<file path="src/rtl/i2s_pkg.sv">
// Shared types and constants for the I2S receive path.
package i2s_pkg;

  // Capture FSM: wait for the first boundary, drop the slot-start bit,
  // shift the word, then idle until the next selected slot.
  typedef enum logic [1:0] {
    HUNT   = 2'd0,
    SKIP   = 2'd1,
    SHIFT  = 2'd2,
    IGNORE = 2'd3
  } state_t;

  // LRCLK level that identifies each channel.
  localparam int CH_LEFT  = 0;
  localparam int CH_RIGHT = 1;

endpackage

</file>
<file path="src/rtl/i2s_sync.sv">
// Two-flop synchronizer used to bring each I2S pin into the clk domain.
module i2s_sync #(
  parameter int WIDTH = 1
) (
  input  logic             clk,
  input  logic             rst,
  input  logic [WIDTH-1:0] async_in,
  output logic [WIDTH-1:0] sync_out
);

  logic [WIDTH-1:0] meta;

  // First stage may go metastable; the second stage gives it a full clk to settle.
  always_ff @(posedge clk or negedge rst) begin
    if (!rst) begin
      meta     <= '0;
      sync_out <= '0;
    end else begin
      meta     <= async_in;
      sync_out <= meta;
    end
  end

endmodule

</file>
<file path="src/rtl/i2s_rx.sv">
// I2S receiver: captures one channel's DATA_WIDTH-bit word from each frame and
// presents it on data_out with a one-clk sample_valid pulse. Every bit of
// state advances only on a synchronized BCLK rising edge.
module i2s_rx
  import i2s_pkg::*;
#(
  parameter int DATA_WIDTH = 16,
  parameter int SLOT_WIDTH = 32,
  parameter int CHANNEL    = 0
) (
  input  logic                         clk,
  input  logic                         rst,
  input  logic                         i2s_bclk,
  input  logic                         i2s_lrclk,
  input  logic                         i2s_sdata,
  output logic                         sample_valid,
  output logic signed [DATA_WIDTH-1:0] data_out,
  output logic                         frame_err
);

  localparam int              CNT_W     = (SLOT_WIDTH > 1) ? $clog2(SLOT_WIDTH) : 1;
  localparam logic [CNT_W-1:0] CNT_MAX  = CNT_W'(SLOT_WIDTH - 1);
  localparam logic [CNT_W-1:0] LAST_BIT = CNT_W'(DATA_WIDTH - 1);
  localparam int              SR_W      = DATA_WIDTH - 1;
  localparam logic            SEL_LEVEL = (CHANNEL == CH_RIGHT) ? 1'b1 : 1'b0;

  logic             bclk_s;
  logic             lrclk_s;
  logic             sdata_s;
  logic             bclk_d;
  logic             lrclk_prev;
  logic             lrclk_seen;
  logic             bit_event;
  logic             slot_start;
  logic             new_is_sel;
  logic [CNT_W-1:0] bit_cnt;
  logic [SR_W-1:0]  shift_reg;
  state_t           state;

  i2s_sync #(.WIDTH(1)) u_sync_bclk  (.clk(clk), .rst(rst), .async_in(i2s_bclk),  .sync_out(bclk_s));
  i2s_sync #(.WIDTH(1)) u_sync_lrclk (.clk(clk), .rst(rst), .async_in(i2s_lrclk), .sync_out(lrclk_s));
  i2s_sync #(.WIDTH(1)) u_sync_sdata (.clk(clk), .rst(rst), .async_in(i2s_sdata), .sync_out(sdata_s));

  // lrclk_seen stops the first bit event after reset from looking like a
  // boundary, so a slot already in progress at reset release is never captured.
  assign bit_event  = bclk_s & ~bclk_d;
  assign slot_start = bit_event & lrclk_seen & (lrclk_s != lrclk_prev);
  assign new_is_sel = (lrclk_s == SEL_LEVEL);

  // BCLK edge history and the LRCLK level seen at the previous bit event.
  always_ff @(posedge clk or negedge rst) begin
    if (!rst) begin
      bclk_d     <= 1'b0;
      lrclk_prev <= 1'b0;
      lrclk_seen <= 1'b0;
    end else begin
      bclk_d <= bclk_s;
      if (bit_event) begin
        lrclk_prev <= lrclk_s;
        lrclk_seen <= 1'b1;
      end
    end
  end

  // Bit position within the current slot; 0 is the slot-start bit.
  always_ff @(posedge clk or negedge rst) begin
    if (!rst) begin
      bit_cnt <= '0;
    end else if (slot_start) begin
      bit_cnt <= '0;
    end else if (bit_event && bit_cnt != CNT_MAX) begin
      bit_cnt <= bit_cnt + 1'b1;
    end
  end

  // Capture FSM and datapath. The shift register holds the first DATA_WIDTH-1
  // bits; the final bit is merged directly into data_out.
  always_ff @(posedge clk or negedge rst) begin
    if (!rst) begin
      state        <= HUNT;
      shift_reg    <= '0;
      data_out     <= '0;
      sample_valid <= 1'b0;
      frame_err    <= 1'b0;
    end else begin
      sample_valid <= 1'b0;
      frame_err    <= 1'b0;
      if (bit_event) begin
        case (state)
          HUNT: begin
            if (slot_start && new_is_sel) state <= SKIP;
          end
          SKIP: begin
            if (slot_start) begin
              frame_err <= 1'b1;
              state     <= new_is_sel ? SKIP : IGNORE;
            end else begin
              shift_reg <= SR_W'(sdata_s);
              state     <= SHIFT;
            end
          end
          SHIFT: begin
            if (slot_start) begin
              frame_err <= 1'b1;
              state     <= new_is_sel ? SKIP : IGNORE;
            end else if (bit_cnt == LAST_BIT) begin
              data_out     <= {shift_reg, sdata_s};
              sample_valid <= 1'b1;
              state        <= IGNORE;
            end else begin
              shift_reg <= SR_W'({shift_reg, sdata_s});
            end
          end
          IGNORE: begin
            if (slot_start && new_is_sel) state <= SKIP;
          end
          default: state <= HUNT;
        endcase
      end
    end
  end

endmodule

</file>
<file path="config.mk">
export PLATFORM = sky130hd
export DESIGN_NAME = i2s_rx
export DESIGN_NICKNAME = d
export VERILOG_FILES = /design/src/rtl/i2s_pkg.sv /design/src/rtl/i2s_sync.sv /design/src/rtl/i2s_rx.sv
export SDC_FILE = /design/constraint.sdc
export NUM_CORES = 1
export LEC_CHECK = 0
export ABC_AREA = 0
export BUFFER_PORTS_ARGS = -buffer_cell sky130_fd_sc_hd__buf_4
export CAP_MARGIN = 40
export CELL_PAD_IN_SITES_DETAIL_PLACEMENT = 1
export CELL_PAD_IN_SITES_GLOBAL_PLACEMENT = 1
export CORE_ASPECT_RATIO = 0.75
export CORE_UTILIZATION = 26
export DETAILED_ROUTE_END_ITERATION = 16
export GPL_TIMING_DRIVEN = 1
export PLACE_DENSITY = 0.44
export SYNTH_ARGS = -nofsm -noshare
export SYNTH_HDL_FRONTEND = slang
export SYNTH_SLANG_ARGS = --single-unit
</file>
<file path="constraint.sdc">
create_clock -name clk -period 3.6 [get_ports clk]
set_input_delay 0 -clock clk [delete_from_list [all_inputs] [get_ports clk]]
set_output_delay 0 -clock clk [all_outputs]
set_load 0.01 [all_outputs]
</file>
==> flow_metrics.env <==
export IMPL_hold_path_class="in2async"
export IMPL_coreArea_mm2=0.007567
export IMPL_setup_violations=0
export IMPL_cts_buffer_depth=2
export IMPL_hold_violations=0
export IMPL_pwr_share_seq_pct=51.3
export IMPL_synth_top_family_by_area="multiplexers"
export IMPL_area_delta_synth_final_pct=19.27
export IMPL_arrival_ns=2.38
export IMPL_r2r_cells=4
export IMPL_fmax_mhz=458.0
export IMPL_power_switching_share_pct=28.10
export IMPL_drtIter0Drc=19
export IMPL_nNetsFinal=200
export IMPL_dieWidth_um=105.5
export IMPL_numCtsBuffers=5
export IMPL_ys_seq_elements=49
export IMPL_syn_inst=161
export IMPL_wirelength_mm=3.890
export IMPL_htreeDepth=2
export IMPL_routed_wl_met2_mm=1.921
export IMPL_p_int_mw=0.8913
export IMPL_highest_layer="met4"
export IMPL_largest_reg_flops=16
export IMPL_min_period_ns=2.183
export IMPL_detail_route_vias_per_cell=4.272
export IMPL_avgRoutedWirePerCell_um=13.41
export IMPL_crit_path_end_kind="flop"
export IMPL_cts_sinks=49
export IMPL_start_util_pct=27.63
export IMPL_die_h_um=79.66
export IMPL_avgSynthCellArea_um2=12.99
export IMPL_drc=0
export IMPL_grt_max_degree=50
export IMPL_yosysSeqAreaShare_pct=58.65
export IMPL_synth_cell_type_count=31
export IMPL_status="finished clean"
export IMPL_criticalPathCategory="reg2reg"
export IMPL_setup_tns_ns=0
export IMPL_reg2reg_to="data_out[4]"
export IMPL_final_cell_mix="dfrtp_1, buf_4, nand2_1"
export IMPL_dpl_worst_slack_ns=1.388
export IMPL_reg2reg_slack_ns=1.42
export IMPL_clock_latency_ns=0.30
export IMPL_drv_cap=0
export IMPL_cp_required_ns=3.80
export IMPL_dr_wl_met3_um=143
export IMPL_grt_pass1_vias=1403
export IMPL_p_leak_nw=1.243
export IMPL_met1Wirelength_mm=1.786
export IMPL_p_sw_mw=0.3484
export IMPL_cts_setup_buffers=0
export IMPL_worst_pin_slew_ns=0.6774
export IMPL_gp_congestion=0.6624
export IMPL_clkPwrFrac_pct=32.5
export IMPL_cts_resized=0
export IMPL_vias=1239
export IMPL_slew_viol_final=0
export IMPL_yosys_warnings=0
export IMPL_rsz0062_at_grt="no"
export IMPL_placed_cells=278
export IMPL_synth_compound_area_share_pct=2.573
export IMPL_synth_adder_area_share_pct=4.189
export IMPL_cp_max_fo=19
export IMPL_pwr_share_comb_pct=16.2
export IMPL_synth_simple_area_share_pct=8.558
export IMPL_globalRouteTotalUtil_pct=10.81
export IMPL_fin_crit_sh_pct=60.64
export IMPL_root_buffer="clkbuf_8"
export IMPL_diodes=0
export IMPL_place_hpwl_mm=2.656
export IMPL_ioPinCount=23
export IMPL_portBuffers=22
export IMPL_r2r_start="state[0]"
export IMPL_power_density_mw_per_mm2=497.1
export IMPL_synthesis_area_mm2=0.002091
export IMPL_grt_pass1_wl_mm=6.934
export IMPL_fin_skew_ns=0.005912
export IMPL_grt_antenna_before_repair=0
export IMPL_grt_ovfl_total=0
export IMPL_cts_tree="done"
export IMPL_path_clk_slew_ns=0.10
export IMPL_layout_drive_gt1_share_pct=28.57
export IMPL_die_area_mm2=0.008408
export IMPL_start_kind="flop"
export IMPL_slew_headroom_pct=54.84
export IMPL_syn_nets=173
export IMPL_dr_pass1_iters=4
export IMPL_final_common_cell="dfrtp_1"
export IMPL_ant_nets=0
export IMPL_fillers=827
export IMPL_stdcell_count=290
export IMPL_setup_slack_ns=1.417
export IMPL_yosys_mux_area_fraction_pct=18.49
export IMPL_rows=27
export IMPL_synth_xor_area_share_pct=1.676
export IMPL_vdd_drop_max_mv=0.1567
-- area by class of cell --
class	count	area (um2)	area share, %
Inverter	18	67.56	2.709
Clock inverter	3	46.29	1.856
Timing Repair Buffer	27	216.5	8.680
Sequential cell	49	1226	49.17
Tap cell	101	126.4	5.068
Multi-Input combinational cell	87	742.0	29.75
Clock buffer	5	68.82	2.760
-- power by group through the flow --
| stage | clock (mW) | sequential (mW) | combinational [mW] |
|---|---|---|---|
| after floorplan | 0 | 0.635 | 0.145 |
| after global placement | 0 | 0.640 | 0.185 |
| after detailed placement | 0 | 0.647 | 0.201 |
| after CTS | 0.422 | 0.636 | 0.207 |
| after global routing | 0.446 | 0.643 | 0.231 |
| final | 0.403 | 0.635 | 0.201 |
-- cell usage after synthesis --
cell        n  area [um2]
a211oi_1    1       7.510
a22o_1      1       8.760
a22oi_1     1       7.510
a32o_1      1       10.01
and3_1      1       6.260
and3_2      1       7.510
and4_4      1       11.26
buf_12      1       20.02
buf_2       1       5.000
buf_4       1       7.510
buf_6       1       11.26
clkbuf_1    3       11.26
dfrtp_1    49        1226
ha_1        7       87.58
inv_1      18       67.56
mux2_2      9       101.4
mux2_4      9       135.1
mux2i_1    15       150.1
nand2_1    19       71.32
nand3_1     1       5.000
nand4_1     1       6.260
nand4b_1    1       8.760
nor2_1      8       30.03
nor2b_1     1       6.260
nor3b_1     1       7.510
nor3b_2     1       12.51
o2111ai_2   1       15.01
o21ai_0     1       5.000
or2_2       1       6.260
xnor2_1     1       8.760
xor2_1      3       26.28
-- layer usage --
metal	track usage (%)	vias up
met5	0	-
met4	4.444	0
met3	3.020	5
met2	18.16	22
met1	13.18	632
li1	-	580
-- logic make-up after synthesis --
| kind of cell | Yosys count |
|---|---|
| buffers and inverters | 25 |
| and+or+nand+nor | 37 |
| xor gates and xnor gates | 4 |
| AOI/OAI and AO/OA | 6 |
| DFF | 49 |
| muxes | 33 |
| adders and majority gates | 7 |
-- worst max path at each step --
stage                         from            to  slack [ns]  depth (start not counted)
after CTS                 state[0]   data_out[4]        1.38                          4
after floorplan           state[0]  data_out[10]        1.81                          7
after detailed placement  state[0]   data_out[4]        1.39                          4
after global routing      state[0]   data_out[6]        1.27                          4
final                     state[0]   data_out[4]        1.42                          4
after global placement    state[0]  shift_reg[0]        1.26                          4
-- what timing repair did --
| action | 4_1_cts | 5_1_grt |
|---|---|---|
| endpoints found under the setup margin | 0 | 0 |
| endpoints found under the hold margin | 52 | 0 |
| hold buffers | 4 | 0 |
-- worst max-delay path, stage by stage (launching register included) --
cell and delay, ns:
dfrtp_1 0.41, inv_1 0.10, ha_1 0.60, and4_4 0.59, mux2_2 0.38
-- metrics by stage --
step / hold slack (ns) / total power, mW / area [um2] / utilization [%]
2_1_floorplan: -0.2956 / 0.7797 / 2091 / -
3_3_place_gp: 0.06498 / 0.8252 / 2327 / 30.75
3_5_place_dp: 0.07516 / 0.8474 / 2338 / 30.90
4_1_cts: 0.2765 / 1.264 / 2494 / 32.95
5_1_grt: 0.3186 / 1.320 / 2494 / 32.95
6_report: 0.2521 / 1.240 / 2494 / 32.95
No activity file was read; power rests on OpenSTA's default activity.
